===== config.mk =====
export PLATFORM = sky130hd
export DESIGN_NAME = uart_tx
export DESIGN_NICKNAME = d
export VERILOG_FILES = /design/src/rtl/uart_tx.sv
export SDC_FILE = /design/constraint.sdc
export NUM_CORES = 1
export LEC_CHECK = 0
export CORE_MARGIN = 4
export CORE_UTILIZATION = 50
export DETAILED_ROUTE_END_ITERATION = 6
export PLACE_DENSITY = 0.74
export SETUP_SLACK_MARGIN = 0.15
export SLEW_MARGIN = 20
export SYNTH_ARGS = -nofsm -noshare
export SYNTH_HDL_FRONTEND = slang
export SYNTH_SLANG_ARGS = --single-unit

===== constraint.sdc =====
create_clock -name clk100 -period 3.1 [get_ports clk100]
set_input_delay 0.775 -clock clk100 [delete_from_list [all_inputs] [get_ports clk100]]
set_output_delay 0.775 -clock clk100 [all_outputs]
set_load 0.02 [all_outputs]

===== src/rtl/uart_tx.sv =====
`default_nettype none
// ============================================================================
// uart_tx : 8N1 serial transmitter fed by a 4-entry byte FIFO
// Revision: 1.0
// ============================================================================
module uart_tx #(
   parameter logic [9:0] BAUD_DIVISOR = 10'd868
) (
   input  logic       clk100,
   input  logic       rst_n,
   input  logic [7:0] tx_data,
   input  logic       tx_valid,
   output logic       tx_ready,
   output logic       tx,
   output logic       tx_busy,
   output logic [2:0] fifo_level
);

   localparam logic [9:0] C_BIT_LAST = BAUD_DIVISOR - 10'd1;

   typedef enum logic [1:0] {
      ST_IDLE  = 2'd0,
      ST_START = 2'd1,
      ST_DATA  = 2'd2,
      ST_STOP  = 2'd3
   } state_t;

   state_t     state_q,   state_d;
   logic [9:0] timer_q,   timer_d;
   logic [2:0] bit_idx_q, bit_idx_d;
   logic [7:0] shift_q,   shift_d;
   logic       tx_q,      tx_d;
   logic [7:0] mem_q [4];
   logic [7:0] mem_d [4];
   logic [1:0] wr_ptr_q,  wr_ptr_d;
   logic [1:0] rd_ptr_q,  rd_ptr_d;
   logic [2:0] level_q,   level_d;

   logic       w_push;
   logic       w_pop;
   logic       w_bit_end;

   // Ready depends only on the registered level, never on tx_valid.
   assign tx_ready   = (level_q != 3'd4);
   assign tx         = tx_q;
   assign fifo_level = level_q;
   assign tx_busy    = (state_q != ST_IDLE) || (level_q != 3'd0);

   assign w_push    = tx_valid && tx_ready;
   assign w_bit_end = (timer_q == 10'd0);

   always_comb begin
      state_d   = state_q;
      timer_d   = timer_q;
      bit_idx_d = bit_idx_q;
      shift_d   = shift_q;
      tx_d      = tx_q;
      w_pop     = 1'b0;

      case (state_q)
         ST_IDLE: begin
            if (level_q != 3'd0) begin
               w_pop   = 1'b1;
               state_d = ST_START;
               timer_d = C_BIT_LAST;
               shift_d = mem_q[rd_ptr_q];
               tx_d    = 1'b0;
            end
         end
         ST_START: begin
            if (w_bit_end) begin
               state_d   = ST_DATA;
               bit_idx_d = 3'd0;
               timer_d   = C_BIT_LAST;
               tx_d      = shift_q[0];
            end else begin
               timer_d = timer_q - 10'd1;
            end
         end
         ST_DATA: begin
            if (w_bit_end) begin
               timer_d = C_BIT_LAST;
               if (bit_idx_q == 3'd7) begin
                  state_d = ST_STOP;
                  tx_d    = 1'b1;
               end else begin
                  bit_idx_d = bit_idx_q + 3'd1;
                  shift_d   = {1'b0, shift_q[7:1]};
                  tx_d      = shift_q[1];
               end
            end else begin
               timer_d = timer_q - 10'd1;
            end
         end
         ST_STOP: begin
            if (w_bit_end) begin
               // Chain straight into the next start bit when more data waits.
               if (level_q != 3'd0) begin
                  w_pop   = 1'b1;
                  state_d = ST_START;
                  timer_d = C_BIT_LAST;
                  shift_d = mem_q[rd_ptr_q];
                  tx_d    = 1'b0;
               end else begin
                  state_d = ST_IDLE;
                  timer_d = 10'd0;
                  tx_d    = 1'b1;
               end
            end else begin
               timer_d = timer_q - 10'd1;
            end
         end
         default: begin
            state_d = ST_IDLE;
            timer_d = 10'd0;
            tx_d    = 1'b1;
         end
      endcase
   end

   always_comb begin
      mem_d = mem_q;
      if (w_push) begin
         mem_d[wr_ptr_q] = tx_data;
      end
      wr_ptr_d = wr_ptr_q + {1'b0, w_push};
      rd_ptr_d = rd_ptr_q + {1'b0, w_pop};
      level_d  = level_q + {2'b00, w_push} - {2'b00, w_pop};
   end

   always_ff @(posedge clk100 or negedge rst_n) begin
      if (!rst_n) begin
         state_q   <= ST_IDLE;
         timer_q   <= 10'd0;
         bit_idx_q <= 3'd0;
         shift_q   <= 8'h00;
         tx_q      <= 1'b1;
         mem_q     <= '{default: 8'h00};
         wr_ptr_q  <= 2'd0;
         rd_ptr_q  <= 2'd0;
         level_q   <= 3'd0;
      end else begin
         state_q   <= state_d;
         timer_q   <= timer_d;
         bit_idx_q <= bit_idx_d;
         shift_q   <= shift_d;
         tx_q      <= tx_d;
         mem_q     <= mem_d;
         wr_ptr_q  <= wr_ptr_d;
         rd_ptr_q  <= rd_ptr_d;
         level_q   <= level_d;
      end
   end

endmodule
`default_nettype wire


==> results of run 1 <==
[cells in the mapped netlist, types with 3 or more instances]
cell type and instances:
dfrtp_1 62, mux2_2 48, ha_1 12, inv_1 11, a31oi_1 8, mux4_2 8, o21ai_0 7, a21oi_1 6
nand2_1 6, nand3_1 6, nor2_1 6, nor3_1 5, clkbuf_1 4, xor2_1 4, a22o_1 3, a22oi_1 3
buf_2 3, nand2b_1 3, nor3_2 3, o32a_1 3
[flip-flops by register name (all words and copies together), names as in the netlist]
signal	cells
fifo_level	3
timer_q	10
mem_q	32
shift_q	8
bit_idx_q	3
state_q	2
wr_ptr_q	2
tx	1
rd_ptr_q	2
[power groups by stage]
stage	Clock (mW)	Sequential, mW	Combinational [mW]
finish	0.849	1.61	2.14
floorplan	0	1.49	1.73
global placement	0	1.59	2.04
global route	0.913	1.66	2.35
CTS	0.868	1.61	2.13
detailed placement	0	1.62	2.12
[metal layers]
layer / up-vias / global-route usage, % / share of wire, %
li1: 1001 / - / -
met1: 1063 / 24.2 / 47
met2: 25 / 27.7 / 49
met3: 10 / 3.91 / 2.6
met4: 0 / 8.38 / 1.7
met5: - / 0 / 0
[worst max-delay path: stages (launching register included)]
cell	delay [ns]
dfrtp_1	0.42
inv_1	0.15
ha_1	0.21
nor3b_4	0.33
a41oi_1	0.24
nor3_2	0.23
xor2_1	0.17
ha_1	0.16
inv_1	0.05
fa_1	0.37
xnor2_1	0.19
xnor2_1	0.14
[stage by stage]
| step | hold slack [ns] | total power, mW | setup slack, ns | cell area (µm²) | utilization, % |
|---|---|---|---|---|---|
| floorplan | 0.474 | 3.22 | 0.486 | 3260 | - |
| global placement | 0.482 | 3.64 | 0.339 | 3510 | 55.3 |
| detailed placement | 0.491 | 3.74 | 0.224 | 3510 | 55.3 |
| CTS | 0.367 | 4.61 | 0.179 | 3760 | 59.2 |
| global route | 0.383 | 4.92 | 0.133 | 3790 | 59.6 |
| finish | 0.362 | 4.60 | 0.370 | 3790 | 59.6 |
[how the worst max path moves through the flow]
stage	startpoint	end	slack, ns	cells after the start
6_report	timer_q[0]	fifo_level[2]	0.37	11
5_1_grt	timer_q[0]	fifo_level[2]	0.13	11
4_1_cts	timer_q[0]	fifo_level[2]	0.18	11
3_5_place_dp	timer_q[0]	fifo_level[2]	0.22	11
3_3_place_gp	timer_q[0]	fifo_level[2]	0.34	11
2_1_floorplan	timer_q[0]	fifo_level[2]	0.49	11
[logic make-up after synthesis]
| family | synth area share (%) |
|---|---|
| flip-flops | 48.4 |
| multiplexers | 22.4 |
| AO/OA/AOI/OAI | 10.7 |
| AND/OR/NAND/NOR | 9.02 |
| buffers and inverters | 2.65 |
| adder cells (fa/ha/maj) | 5.22 |
| XOR/XNOR | 1.61 |
[area by class of cell]
class | count | area [µm²] | share of cell area, %
Clock buffer | 14 | 183 | 4.82
Clock inverter | 2 | 60.1 | 1.59
Inverter | 12 | 45.0 | 1.19
Multi-Input combinational cell | 168 | 1600 | 42.3
Sequential cell | 63 | 1580 | 41.7
Tap cell | 77 | 96.3 | 2.54
Timing Repair Buffer | 25 | 225 | 5.95
[timing repair]
item                       4_1_cts  5_1_grt
gates resized for setup          0        2
buffers inserted                 0        3
setup endpoints to repair        0        3
==> run_results.csv, run 1 <==
group,metric,value,unit
power,netSwitchingPower,1.64,mW
setup_path,crit_path_end_kind,"flip-flop",
drt,first_iter_violations,103,
logic_synthesis,yosys-top-cells-area,"dfrtp_1 (48%), mux2_2 (17%), mux4_2 (5.5%)",
timing,tns,0,ns
power,swShare,35.6,%
flow_run,maxCapViolations,0,
power,power.leakage,1.61,nW
logic_synthesis,yosysWarnings,0,
die,die_h,88.7,µm
power,pwr-share-clk,18.5,%
final_layout,final_layout_size_suffix_gt1_share,33.8,%
placed_design,place_congestion,0.895,
grt,grt_max_degree,27,
logic_synthesis,synth.distinct_cells,50,
placed_design,dpl.cell_count,342,
grt,grt_pass1_vias,2124,
die,initial_utilization,51.3,%
logic_synthesis,syn_area,3260,µm²
final_layout,antenna_cells,0,
power,pwr-share-seq,35.0,%
die,fp.dieArea,7870,µm²
drt,drt-pass1-iter-count,4,
hold_path,hold_path.class,"input pin to asynchronous set/reset pin",
setup_path,path_max_fanout,6,
clock_network,h-tree-depth,3,
logic_synthesis,synth_seq_cells,63,
final_layout,fillers,504,
timing,hold_viol,0,
drt,drt-total-wl,6300,µm
logic_synthesis,synth_top_area_share,47.6,%
final_layout,nets,303,
clock_network,clk_latency,0.34,ns
logic_synthesis,ys_async_sr_fraction,100,%
die,core,6350,µm²
setup_path,cp-start-kind,"flip-flop",
logic_synthesis,avgSynthCellArea,12.9,µm²
clock_network,cts_buffer_depth,2,
die,rows,29,
drt,wl_per_cell,17.4,µm
power,cell_internal_pwr,2.96,mW
placed_design,io_buffers,16,
setup_path,rrSetupSlack,0.37,ns
drt,num_vias,2099,
timing,finalSetupViolations,0,
clock_network,cts_sinks,63,
timing,post-route-period-util,88.1,%
logic_synthesis,synth_edf_count,0,
timing,slew_viol_final,0,
timing,slew_headroom,57.9,%
power,pwr-share-comb,46.6,%
timing,rsz0062_at_grt,"false",
grt,grt_pass1_wl,10600,µm
grt,grt_antenna_before_repair,0,
timing,fmax,366,MHz
timing,finalCriticalPeriod,2.73,ns
drt,vias_per_cell,5.81,
logic_synthesis,syn-num-nets,276,
final_layout,fin_cells,361,
setup_path,cp.arrival,3.00,ns
setup_path,rr_endpoint,"fifo_level[2]",
status,outcome,"complete, no violations",
clock_network,cts_hold_buffers,0,
clock_network,cts_made_buffers,9,
clock_network,cts.clk_slew.worst_paths,0.07,ns
logic_synthesis,synth-main-ff-cell,"dfrtp_1",
final_layout,area_delta_synth_final,16.2,%
timing,worstMarginPinSlew,0.631,ns
setup_path,r2r_cells,11,
logic_synthesis,syn_inst,252,
die,ios,17,
setup_path,r2r-start,"timer_q[0]",
logic_synthesis,yosys.area.top_type,"dfrtp_1",
placed_design,dpl.hpwl,4380,µm
die,die_x,88.7,µm
drt,antenna_left,0,
power,p_per_area,1210,nW/µm²
drt,drc,0,
final_layout,final_common_cell,"dfrtp_1",
grt,overflow,0,
setup_path,cp.required,3.37,ns
logic_synthesis,synth_seq_area_share,48.4,%
clock_network,cts-root-buf,"clkbuf_8",
setup_path,crit_type,"flip-flop to flip-flop",
timing,finClkSkew,0.00996,ns
final_layout,final_cell_mix,"dfrtp_1 (62), mux2_2 (48), clkdlybuf4s50_1 (14), clkbuf_8 (13), ha_1 (12)",
grt,track_usage,17.9,%
power,peakVddDrop,0.000582,V
clock_network,cts_tree,"built",
Power figures use the tool's default switching activity.
==> run 2, diff against run 1 <==
--- a/config.mk
+++ b/config.mk
@@ -8,7 +8,7 @@
 export CORE_MARGIN = 4
 export CORE_UTILIZATION = 50
 export DETAILED_ROUTE_END_ITERATION = 6
-export PLACE_DENSITY = 0.74
+export PLACE_DENSITY = 0.68
 export SETUP_SLACK_MARGIN = 0.15
 export SLEW_MARGIN = 20
 export SYNTH_ARGS = -nofsm -noshare
==> run_results.csv, run 2 (synthesis gave the netlist of run 1 again) <==
group,metric,value,unit
status,outcome,"complete, no violations",
clock_network,cts-root-buf,"clkbuf_8",
die,rows,29,
drt,vias_per_cell,5.83,
setup_path,r2r-start,"timer_q[0]",
final_layout,fillers,466,
clock_network,h-tree-depth,3,
setup_path,cp.arrival,2.92,ns
hold_path,holdPathStages,1,
power,pwr-share-clk,20.6,%
setup_path,path_cells,"inv_1 > ha_1 > nor3b_4 > a41oi_1 > nor3_2 > xor2_1 > ha_1 > inv_1 > fa_1 > xnor2_1 > xnor2_1",
power,netSwitchingPower,1.67,mW
grt,grtUsageMet3,5.68,%
final_layout,area_delta_synth_final,16.5,%
timing,finClkSkew,0.00645,ns
setup_path,rr_endpoint,"fifo_level[2]",
power,power.leakage,1.61,nW
placed_design,io_buffers,16,
setup_path,crit_type,"flip-flop to flip-flop",
power,peakVddDrop,0.000572,V
die,ios,17,
final_layout,finalInstanceArea,3800,µm²
setup_path,critPathBufInv,2,
flow_run,maxCapViolations,0,
setup_path,endpoint,"fifo_level[2]",
clock_network,cts_buffer_depth,2,
final_layout,nets,301,
final_layout,final_layout_size_suffix_gt1_share,33.7,%
timing,worstMarginPinSlew,0.804,ns
setup_path,slowest_delay,0.41,ns
final_layout,final_common_cell,"dfrtp_1",
setup_path,rrSetupSlack,0.46,ns
final_layout,largest_register_ffs,32,
final_layout,largestRegisters,"mem_q x32, timer_q x10, shift_q x8",
setup_path,cp.required,3.38,ns
timing,timing.final.ws_setup,0.456,ns
final_layout,fin_util,59.8,%
clock_network,cts_sinks,63,
setup_path,cp-start-kind,"flip-flop",
setup_path,cp.depth,11,
grt,track_usage,18.1,%
grt,grt_pass1_vias,2115,
placed_design,place_area,3510,µm²
grt,grt_antenna_before_repair,0,
timing,fmax,378,MHz
timing,slew_headroom,46.4,%
die,core,6350,µm²
die,initial_utilization,51.3,%
die,die_h,88.7,µm
grt,grtUsageMet2,25.5,%
timing,finalCriticalPeriod,2.64,ns
drt,first_iter_violations,99,
setup_path,path_max_fanout,5,
grt,grt_pass1_wl,10600,µm
grt,busiest_layer,"met1",
setup_path,crit_start,"timer_q[0]",
timing,hold_viol,0,
timing,finalSetupViolations,0,
setup_path,path_delay_family,"adder cells",
grt,grt_max_degree,64,
clock_network,cts.clk_slew.worst_paths,0.08,ns
drt,drt-total-wl,6300,µm
timing,rsz0062_at_grt,"false",
clock_network,clk_latency,0.35,ns
power,pwr-share-comb,45.4,%
final_layout,final_cell_mix,"dfrtp_1 (62), mux2_2 (48), clkdlybuf4s50_1 (14), ha_1 (12), inv_1 (11)",
die,die_x,88.7,µm
timing,post-route-period-util,85.3,%
final_layout,seq_area,1580,µm²
drt,drt-pass1-iter-count,4,
power,swShare,35.6,%
setup_path,cp_slowest_cell,"dfrtp_1",
final_layout,antenna_cells,0,
setup_path,crit_path_end_kind,"flip-flop",
power,cell_internal_pwr,3.03,mW
power,pwr-share-seq,34.0,%
placed_design,place_ws,0.207,ns
clock_network,cts_made_buffers,9,
clock_network,cts_hold_buffers,0,
placed_design,dpl.hpwl,4210,µm
setup_path,r2r_cells,11,
timing,tns,0,ns
final_layout,top_register,"mem_q",
placed_design,place_congestion,0.846,
hold_path,hold_path.class,"flip-flop to flip-flop",
clock_network,cts_tree,"built",
die,fp.dieArea,7870,µm²
final_layout,multi_input_area,1600,µm²
drt,antenna_left,0,
drt,wl_per_cell,17.5,µm
power,p_per_area,1240,nW/µm²
drt,num_vias,2092,
timing,fin_hold_ws,0.503,ns
timing,slew_viol_final,0,
drt,drc,0,
grt,grtUsageMet1,25.8,%
grt,overflow,0,
-- run 2: changes by cell type in the layout (fill, tap and decap cells not counted), sizes merged --
| cell | delta |
|---|---|
| clkinv | +2 |
| buf | -2 |
| bufinv | +2 |
| clkinvlp | +1 |
| clkbuf | -5 |
-- run 2: worst min-delay path by stage --
| stage | end | slack (ns) | from |
|---|---|---|---|
| 2_1_floorplan | mem_q[10] | 0.47 | mem_q[10] |
| 3_3_place_gp | mem_q[10] | 0.48 | mem_q[10] |
| 3_5_place_dp | mem_q[7] | 0.49 | mem_q[7] |
| 4_1_cts | mem_q[7] | 0.51 | mem_q[7] |
| 5_1_grt | mem_q[8] | 0.52 | mem_q[8] |
| 6_report | mem_q[13] | 0.50 | mem_q[13] |
-- run 2: timing repair --
action                     CTS  global route
gates resized for setup      0             2
setup endpoints to repair    0             2
setup buffers                0             1
-- run 2: routing by layer --
| layer | vias up | wire length [µm] |
|---|---|---|
| met5 | - | 0 |
| met4 | 0 | 95 |
| met3 | 10 | 270 |
| met2 | 44 | 2850 |
| met1 | 1041 | 3080 |
| li1 | 997 | - |
-- run 2: area by class of cell --
| class | instances | share of cell area [%] |
|---|---|---|
| clock buffer | 9 | 3.26 |
| clock inverter | 7 | 3.82 |
| inverter | 12 | 1.19 |
| multi-input combinational | 168 | 42.1 |
| sequential | 63 | 41.5 |
| tap | 77 | 2.54 |
| timing repair buffer | 23 | 5.53 |
-- run 2: power by group through the flow --
stage,clock [mW],combinational (mW),sequential (mW)
global route,1.02,2.33,1.67
finish,0.970,2.13,1.60
floorplan,0,1.73,1.49
CTS,0.981,2.13,1.60
detailed placement,0,2.12,1.62
global placement,0,2.06,1.60
-- run 2: metrics by stage --
step                      cells  total power [mW]
after global routing        359              5.01
after CTS                   358              4.71
final                       359              4.70
after detailed placement    342              3.74
after floorplan             252              3.22
after global placement      342              3.66
